`config.mk`:
```
export PLATFORM = sky130hd
export DESIGN_NAME = imm_decode_stage_flat
export DESIGN_NICKNAME = d
export VERILOG_FILES = /design/src/rtl/imm_decode_if.sv /design/src/rtl/imm_decode_stage.sv /design/src/flat_wrapper.sv
export SDC_FILE = /design/constraint.sdc
export NUM_CORES = 1
export LEC_CHECK = 0
export BUFFER_PORTS_ARGS = -buffer_cell sky130_fd_sc_hd__buf_2
export CELL_PAD_IN_SITES_DETAIL_PLACEMENT = 2
export CELL_PAD_IN_SITES_GLOBAL_PLACEMENT = 2
export CORE_MARGIN = 3
export CORE_UTILIZATION = 31
export DETAILED_ROUTE_END_ITERATION = 10
export HOLD_SLACK_MARGIN = 0.15
export PLACE_DENSITY = 0.79
export RECOVER_POWER = 100
export SYNTH_ARGS = -nofsm -noshare
export SYNTH_HDL_FRONTEND = slang
export SYNTH_SLANG_ARGS = --single-unit
```
`constraint.sdc`:
```
create_clock -name clk -period 1.7 [get_ports clk]
set_input_delay 0.085 -clock clk [delete_from_list [all_inputs] [get_ports clk]]
set_output_delay 0.085 -clock clk [all_outputs]
set_load 0.02 [all_outputs]
```
`src/rtl/imm_decode_if.sv`:
```
// imm_decode_if: fetch-side and execute-side handshake bundle
// for the immediate decode stage.
interface imm_decode_if #(
   parameter int INSTR_WIDTH = 9,
   parameter int DATA_WIDTH  = 8
);
   logic                   in_valid;
   logic                   in_ready;
   logic [INSTR_WIDTH-1:0] in_instr;
   logic                   out_valid;
   logic                   out_ready;
   logic [2:0]             out_opcode;
   logic [2:0]             out_rd;
   logic [DATA_WIDTH-1:0]  out_imm;
   logic [1:0]             out_imm_width;
   logic                   out_is_sign_ext;

   modport master (
      output in_valid, in_instr, out_ready,
      input  in_ready, out_valid, out_opcode, out_rd,
      input  out_imm, out_imm_width, out_is_sign_ext
   );

   modport slave (
      input  in_valid, in_instr, out_ready,
      output in_ready, out_valid, out_opcode, out_rd,
      output out_imm, out_imm_width, out_is_sign_ext
   );
endinterface

```
`src/rtl/imm_decode_stage.sv`:
```
// imm_decode_stage: registers one decoded instruction per cycle
// for the immediate extender; PFX supplies upper immediate bits.
module imm_decode_stage #(
   parameter int INSTR_WIDTH = 9,
   parameter int DATA_WIDTH  = 8
) (
   input  logic        clk,
   input  logic        rst_n,
   input  logic        flush,
   imm_decode_if.slave bus,
   output logic        pfx_pending
);
   typedef enum logic {NORMAL, PREFIXED} state_t;

   state_t                state_q;
   state_t                state_d;
   logic [4:0]            pfx_q;

   logic                  valid_q;
   logic [2:0]            opcode_q;
   logic [2:0]            rd_q;
   logic [DATA_WIDTH-1:0] imm_q;
   logic [1:0]            width_q;
   logic                  sign_q;

   logic [2:0]            op;
   logic                  is_r;
   logic                  is_addi;
   logic                  is_br;
   logic                  is_ldi;
   logic                  is_pfx;

   logic                  ready;
   logic                  accept;
   logic                  issue;
   logic                  xfer_out;

   logic [2:0]            rd_d;
   logic [DATA_WIDTH-1:0] imm_d;
   logic [1:0]            width_d;
   logic                  sign_d;

   assign op      = bus.in_instr[INSTR_WIDTH-1 -: 3];
   assign is_r    = !op[2];
   assign is_addi = (op == 3'b100);
   assign is_br   = (op == 3'b101);
   assign is_ldi  = (op == 3'b110);
   assign is_pfx  = (op == 3'b111);

   assign ready    = !flush && (!valid_q || bus.out_ready);
   assign accept   = bus.in_valid && ready;
   assign issue    = accept && !is_pfx;
   assign xfer_out = valid_q && bus.out_ready;

   assign bus.in_ready        = ready;
   assign bus.out_valid       = valid_q;
   assign bus.out_opcode      = opcode_q;
   assign bus.out_rd          = rd_q;
   assign bus.out_imm         = imm_q;
   assign bus.out_imm_width   = width_q;
   assign bus.out_is_sign_ext = sign_q;
   assign pfx_pending         = (state_q == PREFIXED);

   // Field split; a pending prefix widens ADDI/LDI to a full immediate.
   always_comb begin
      rd_d    = bus.in_instr[5:3];
      imm_d   = '0;
      width_d = 2'd0;
      sign_d  = 1'b0;
      unique case (1'b1)
         is_addi, is_ldi: begin
            if (state_q == PREFIXED) begin
               imm_d   = DATA_WIDTH'({pfx_q, bus.in_instr[2:0]});
               width_d = 2'd2;
            end else begin
               imm_d  = DATA_WIDTH'(bus.in_instr[2:0]);
               sign_d = is_addi;
            end
         end
         is_br: begin
            rd_d    = '0;
            imm_d   = DATA_WIDTH'(bus.in_instr[5:0]);
            width_d = 2'd1;
            sign_d  = 1'b1;
         end
         is_r: ;
         is_pfx: ;
         default: ;
      endcase
   end

   // Prefix FSM next state: any accepted non-PFX consumes the prefix.
   always_comb begin
      state_d = state_q;
      if (flush)
         state_d = NORMAL;
      else if (accept)
         state_d = is_pfx ? PREFIXED : NORMAL;
   end

   // Prefix FSM state register.
   always_ff @(posedge clk or negedge rst_n) begin
      if (!rst_n)
         state_q <= NORMAL;
      else
         state_q <= state_d;
   end

   // Prefix bits captured on every accepted PFX.
   always_ff @(posedge clk or negedge rst_n) begin
      if (!rst_n)
         pfx_q <= '0;
      else if (accept && is_pfx)
         pfx_q <= bus.in_instr[4:0];
   end

   // Output register: load on issue, drop on transfer or flush.
   always_ff @(posedge clk or negedge rst_n) begin
      if (!rst_n) begin
         valid_q  <= 1'b0;
         opcode_q <= '0;
         rd_q     <= '0;
         imm_q    <= '0;
         width_q  <= '0;
         sign_q   <= 1'b0;
      end else if (flush) begin
         valid_q <= 1'b0;
      end else if (issue) begin
         valid_q  <= 1'b1;
         opcode_q <= op;
         rd_q     <= rd_d;
         imm_q    <= imm_d;
         width_q  <= width_d;
         sign_q   <= sign_d;
      end else if (xfer_out) begin
         valid_q <= 1'b0;
      end
   end
endmodule

```
`src/flat_wrapper.sv`:
```
// flat-port wrapper written by rule: the top's interface ports become plain ports
module imm_decode_stage_flat 
#(
   parameter int INSTR_WIDTH = 9,
   parameter int DATA_WIDTH  = 8
)
  (clk, rst_n, flush, pfx_pending, bus_in_valid, bus_in_instr, bus_out_ready, bus_in_ready, bus_out_valid, bus_out_opcode, bus_out_rd, bus_out_imm, bus_out_imm_width, bus_out_is_sign_ext);
  imm_decode_if #(.INSTR_WIDTH(INSTR_WIDTH), .DATA_WIDTH(DATA_WIDTH)) bus_i ();
  input  logic clk;
  input  logic rst_n;
  input  logic flush;
  output logic pfx_pending;
  input wire logic [$bits(bus_i.in_valid)-1:0] bus_in_valid;
  input wire logic [$bits(bus_i.in_instr)-1:0] bus_in_instr;
  input wire logic [$bits(bus_i.out_ready)-1:0] bus_out_ready;
  output wire logic [$bits(bus_i.in_ready)-1:0] bus_in_ready;
  output wire logic [$bits(bus_i.out_valid)-1:0] bus_out_valid;
  output wire logic [$bits(bus_i.out_opcode)-1:0] bus_out_opcode;
  output wire logic [$bits(bus_i.out_rd)-1:0] bus_out_rd;
  output wire logic [$bits(bus_i.out_imm)-1:0] bus_out_imm;
  output wire logic [$bits(bus_i.out_imm_width)-1:0] bus_out_imm_width;
  output wire logic [$bits(bus_i.out_is_sign_ext)-1:0] bus_out_is_sign_ext;
  assign bus_i.in_valid = bus_in_valid;
  assign bus_i.in_instr = bus_in_instr;
  assign bus_i.out_ready = bus_out_ready;
  assign bus_in_ready = bus_i.in_ready;
  assign bus_out_valid = bus_i.out_valid;
  assign bus_out_opcode = bus_i.out_opcode;
  assign bus_out_rd = bus_i.out_rd;
  assign bus_out_imm = bus_i.out_imm;
  assign bus_out_imm_width = bus_i.out_imm_width;
  assign bus_out_is_sign_ext = bus_i.out_is_sign_ext;
  imm_decode_stage #(.INSTR_WIDTH(INSTR_WIDTH), .DATA_WIDTH(DATA_WIDTH)) u_core (.clk(clk), .rst_n(rst_n), .flush(flush), .bus(bus_i), .pfx_pending(pfx_pending));
endmodule
```
# Word-level counts from Yosys, hierarchy flattened
# Index checks and enable logic that the tools add are counted.
[word_totals] mem_bits_ro=0 in_bits=14 register_bits=24 ram_bits=0 mem_count=0 latch_bits=0 wordCells=39
[classes] n_addsub=0 multipliers=0 magnitude_cmp=0 muxes=13 div_mod_pow=0 shift=0 eq_ne=4 n_reduce_logical=13 bitwise=1
[op_table] operator="8-bit one-hot mux with 2 select lines" count=1
[op_table] operator="3-bit == test (second input constant)" count=4
[op_table] operator="8-bit two-way mux" count=1
[op_table] operator="1-bit two-way mux" count=7
[op_table] operator="1-bit logical AND" count=5
[op_table] operator="2-bit one-hot mux with 2 select lines" count=1
[op_table] operator="1-bit logical NOT" count=3
[op_table] operator="3-bit two-way mux" count=1
[op_table] operator="3-bit nonzero test" count=1
[op_table] operator="2-bit two-way mux" count=1
[op_table] operator="1-bit one-hot mux with 2 select lines" count=1
[op_table] operator="2-bit AND reduction" count=1
[op_table] operator="2-bit nonzero test" count=1
[op_table] operator="2-bit OR reduction" count=1
[op_table] operator="1-bit logical OR" count=1
[op_table] operator="1-bit inverter" count=1

# Logic depth before layout (Yosys ltp)
[logic_depth] word_depth=7 mapped_depth=4 ltp_nobuf=3

# Worst setup path after synthesis
# Ideal clock, no wire load.
[synth_path] kind="register to register" start="register u_core.valid_q (netlist: u_core.bus.out_valid)" end="register u_core.pfx_q[0]" stages_incl_launch_ff=4 required_ps=1572 setup_slack_ps=254 n_path_buf=0 arrival_ps=1319 synth_period_minus_slack_ps=1446 cell_sequence="dfrtp_1 and2b_1 nor3_4 mux2_1"
[synth_between] elab_chain_cells=5
[synth_lines] item="start, declared" line="imm_decode_stage.sv:19" source="logic valid_q;"
[synth_lines] item="start signal, assigned" line="imm_decode_stage.sv:120" source="valid_q <= 1'b0;"
[synth_lines] item="start signal, assigned" line="imm_decode_stage.sv:127" source="valid_q <= 1'b0;"
[synth_lines] item="start signal, assigned" line="imm_decode_stage.sv:129" source="valid_q <= 1'b1;"
[synth_lines] item="1-bit logical NOT" line="imm_decode_stage.sv:50" source="assign ready = !flush && (!valid_q || bus.out_ready);"
[synth_lines] item="1-bit logical OR" line="imm_decode_stage.sv:50"
[synth_lines] item="1-bit logical AND" line="imm_decode_stage.sv:50"
[synth_lines] item="1-bit logical AND" line="imm_decode_stage.sv:51" source="assign accept = bus.in_valid && ready;"
[synth_lines] item="1-bit logical AND" line="imm_decode_stage.sv:113" source="else if (accept && is_pfx)"
[synth_lines] item="end signal, assigned" line="imm_decode_stage.sv:114" source="pfx_q <= bus.in_instr[4:0];"
[synth_lines] item="end, declared" line="imm_decode_stage.sv:17" source="logic [4:0] pfx_q;"
# No other way between the ends.
# A chain may end at the register's enable or synchronous reset.

# Worst setup path in the final report
[layout_path] start="input port flush" end="register u_core.imm_q[5] (netlist: u_core.bus.out_imm[5])"
[layout_between] elab_chain_cells=5
[layout_lines] item="start, declared" line="flat_wrapper.sv:11" source="input logic flush;"
[layout_lines] item="1-bit logical NOT" line="imm_decode_stage.sv:50"
[layout_lines] item="1-bit logical AND" line="imm_decode_stage.sv:50"
[layout_lines] item="1-bit logical AND" line="imm_decode_stage.sv:51"
[layout_lines] item="1-bit logical AND" line="imm_decode_stage.sv:52" source="assign issue = accept && !is_pfx;"
[layout_lines] item="2-bit AND reduction (no source line) (*)"
[layout_lines] item="end signal, assigned" line="imm_decode_stage.sv:132" source="imm_q <= imm_d;"
[layout_lines] item="end, declared" line="imm_decode_stage.sv:22" source="logic [DATA_WIDTH-1:0] imm_q;"
# Mark *: on every way between the ends. The rest lies on a longest branch, timed or not.

==> summary.txt <==
Worst hold slack - 0.1532 ns
Post-route minimum period - 1.524 ns
Worst r2r src - u_core.bus.out_valid
Clk pin slew, worst setup/hold paths - 0.14 ns
Layout Nets - 151
Core Region - 3203 sq um
Final setup fails - 0
Final core utilization - 44.02%
Vias per cell - 4.972
Hold path startpoint - bus_in_instr[7]
Worst path slowest cell - dlygate4sd3_1
Syn Nets - 105
Synth area leader - dfrtp_1
Syn-to-layout area delta - 28.51%
Die height - 65.50 um
GP Congestion - 0.7835
Port Buffer Count - 33
Share of Yosys cell area claimed by the top area cell type - 54.73%
Synth Instances - 91
Outcome - finished, final reports clean
Netlist cell types - 30
First-pass GRT wire length - 5.119 mm
Root Buffer - clkbuf_4
Initial Utilization - 34.26%
Die width - 65.50 um
H-Tree Depth - 1
Slew HR - 13.33%
Clk sink count - 24
Die ar. - 4290 sq um
YS warnings - 0
Arr. time, crit path - 1.75 ns
Clock share of power - 29.6%
CP delay by family, top - buffers and inverters
Vias post-DR - 895
RSZ-0062 raised after global routing - false
Worst setup EP type - flip-flop
Worst slew pin tran - 1.300 ns
Switching Share - 29.41%
Post-Syn Area per Cell - 12.06 sq um
Worst path cell trace - dlygate4sd3_1 > clkbuf_1 > nor2b_1 > and3_4 > mux2_1
Gate power share - 21.0%
TritonRoute pass-1 iters - 2
Final Max Tran Viols - 0
Net switching power - 0.4178 mW
DRT iter0 DRCs - 6
Vias in the first global route - 1013
Reg-to-Reg End - u_core.pfx_q[3]
# DRC - 0
CTS max path bufs - 2
Top Ports - 34
Total Neg Setup Slack - 0 ns
Detail Placement HPWL - 2.323 mm
Hold Path End - u_core.bus.out_opcode[1]
WP data required - 1.92 ns
Number of antenna violations at the first check in global routing - 0
Worst R2R Path Depth - 3
PD cells - 1007 nW/um^2
Diode count - 0
Worst VDD drop - 0.0004208 V
Crit path kind - in -> reg
Top area cells in the synthesized netlist - dfrtp_1 (55%), mux2_1 (6.2%), mux2_4 (5.5%)
Worst setup margin - 0.1757 ns
Most common cell after layout, fill and taps aside - dfrtp_1
Final ANT Viol Nets - 0
Ratio of cells with drive above 1 in the final layout - 13.97%
Synth Cell Area - 1097 sq um
Hold Path Stages - 3
CP max FO - 11
Flop2flop setup slack - 0.22 ns
CP startpoint - flush
Clk_skew - 0.003426 ns
Tcrit/Tclk final - 89.66%
GRT Overall Usage - 16.01%
Pint - 1.003 mW
CP Launch Type - primary input
Hold Path Class - in -> reg
Final Hold Viols - 0
Leakage - 0.6465 nW
#FFs+latches synth - 24
Post-place setup slack - 0.2328 ns
Slowest Stage Delay on Critical Path - 0.53 ns
# rows - 20
Largest net degree at the start of global routing - 25
Routed len/inst - 16.59 um
Max Clk Rate - 656.0 MHz
Grt total ovfl - 0
CTS tree - done
Most frequent cells in the layout - dfrtp_1 (24), clkbuf_1 (22), nand2_1 (11), buf_2 (11), mux2_1 (10)
Register share of total power - 49.3%
Seq/Total Area, Yosys - 54.73%
Max-cap check violation count - 0
Worst skew pair latency - 0.33 ns
Number of buffers and inverters on the critical path - 2
TritonCTS buffer count - 3
WL final - 2.986 mm
## Yosys cell counts (all sizes together)
cell type / instances
o22a: 2
or2b: 1
nor4: 1
mux2: 10
buf: 1
nand3: 2
and3: 3
nand2: 11
a311o: 1
a31o: 1
a21oi: 1
a32o: 3
nor2: 2
nor3: 2
o22ai: 2
nor2b: 1
and2b: 2
a31oi: 1
nand2b: 3
mux2i: 4
o21ai: 1
clkbuf: 1
inv: 8
a2bb2oi: 1
dfrtp: 24
nand4b: 2
## kinds of logic after synthesis
| group | synth area share [%] |
|---|---|
| AO/OA/AOI/OAI | 9.464 |
| flip-flops | 54.73 |
| buffers and inverters | 4.105 |
| multiplexers | 15.28 |
| AND/OR/NAND/NOR | 16.42 |
## tightest hold or removal path: stages
cell	delay, ns
buf_2	0.14
nor3_1	0.11
a21oi_1	0.12
## state kept, by name (all words and copies together), names as in the netlist
signal / flops
u_core.bus.out_opcode: 3
u_core.bus.out_valid: 1
u_core.bus.out_imm_width: 2
u_core.pfx_q: 5
u_core.bus.out_is_sign_ext: 1
u_core.pfx_pending: 1
u_core.bus.out_rd: 3
u_core.bus.out_imm: 8
## final cells by class
class / instances / area [sq um]
sequential: 24 / 600.6
clock buffer: 3 / 22.52
clock inverter: 1 / 30.03
tap: 44 / 55.05
fill: 376 / 1793
inverter: 8 / 30.03
timing repair buffer: 43 / 235.2
multi-input combinational: 57 / 436.7
## power by group through the flow
stage / Combinational [mW] / Clock, mW / Sequential [mW]
6_report: 0.299 / 0.421 / 0.700
5_1_grt: 0.330 / 0.466 / 0.713
4_1_cts: 0.325 / 0.431 / 0.700
3_5_place_dp: 0.308 / 0 / 0.712
3_3_place_gp: 0.293 / 0 / 0.702
2_1_floorplan: 0.117 / 0 / 0.765
## layer usage
metal	up-vias	GRT usage, %	wire, um
li1	414	-	-
met1	459	19.65	1276
met2	18	27.81	1587
met3	4	2.051	67
met4	0	7.254	55
met5	-	0	0
## worst max path at each step
stage	slack [ns]	endpoint	depth (start not counted)
after floorplan	0.25	u_core.pfx_q[0]	3
after global placement	0.31	u_core.pfx_q[3]	3
after detailed placement	0.23	u_core.pfx_q[1]	3
after CTS	0.19	u_core.bus.out_imm[3]	5
after global routing	0.09	u_core.bus.out_imm[4]	5
final	0.18	u_core.bus.out_imm[5]	5
## metrics by stage
stage | total power [mW] | area (sq um) | instances
2_1_floorplan | 0.8819 | 1097 | 91
3_3_place_gp | 0.9950 | 1310 | 167
3_5_place_dp | 1.020 | 1310 | 167
4_1_cts | 1.456 | 1453 | 180
5_1_grt | 1.509 | 1410 | 180
6_report | 1.420 | 1410 | 180
## repair_timing
action / CTS / global route
setup endpoints to repair: 0 / 0
resized for setup: 0 / 0
hold buffers: 9 / 0
buffers inserted: 0 / 0
endpoints found under the hold margin: 38 / 0
Note: power is estimated with default switching activity, not from simulation.
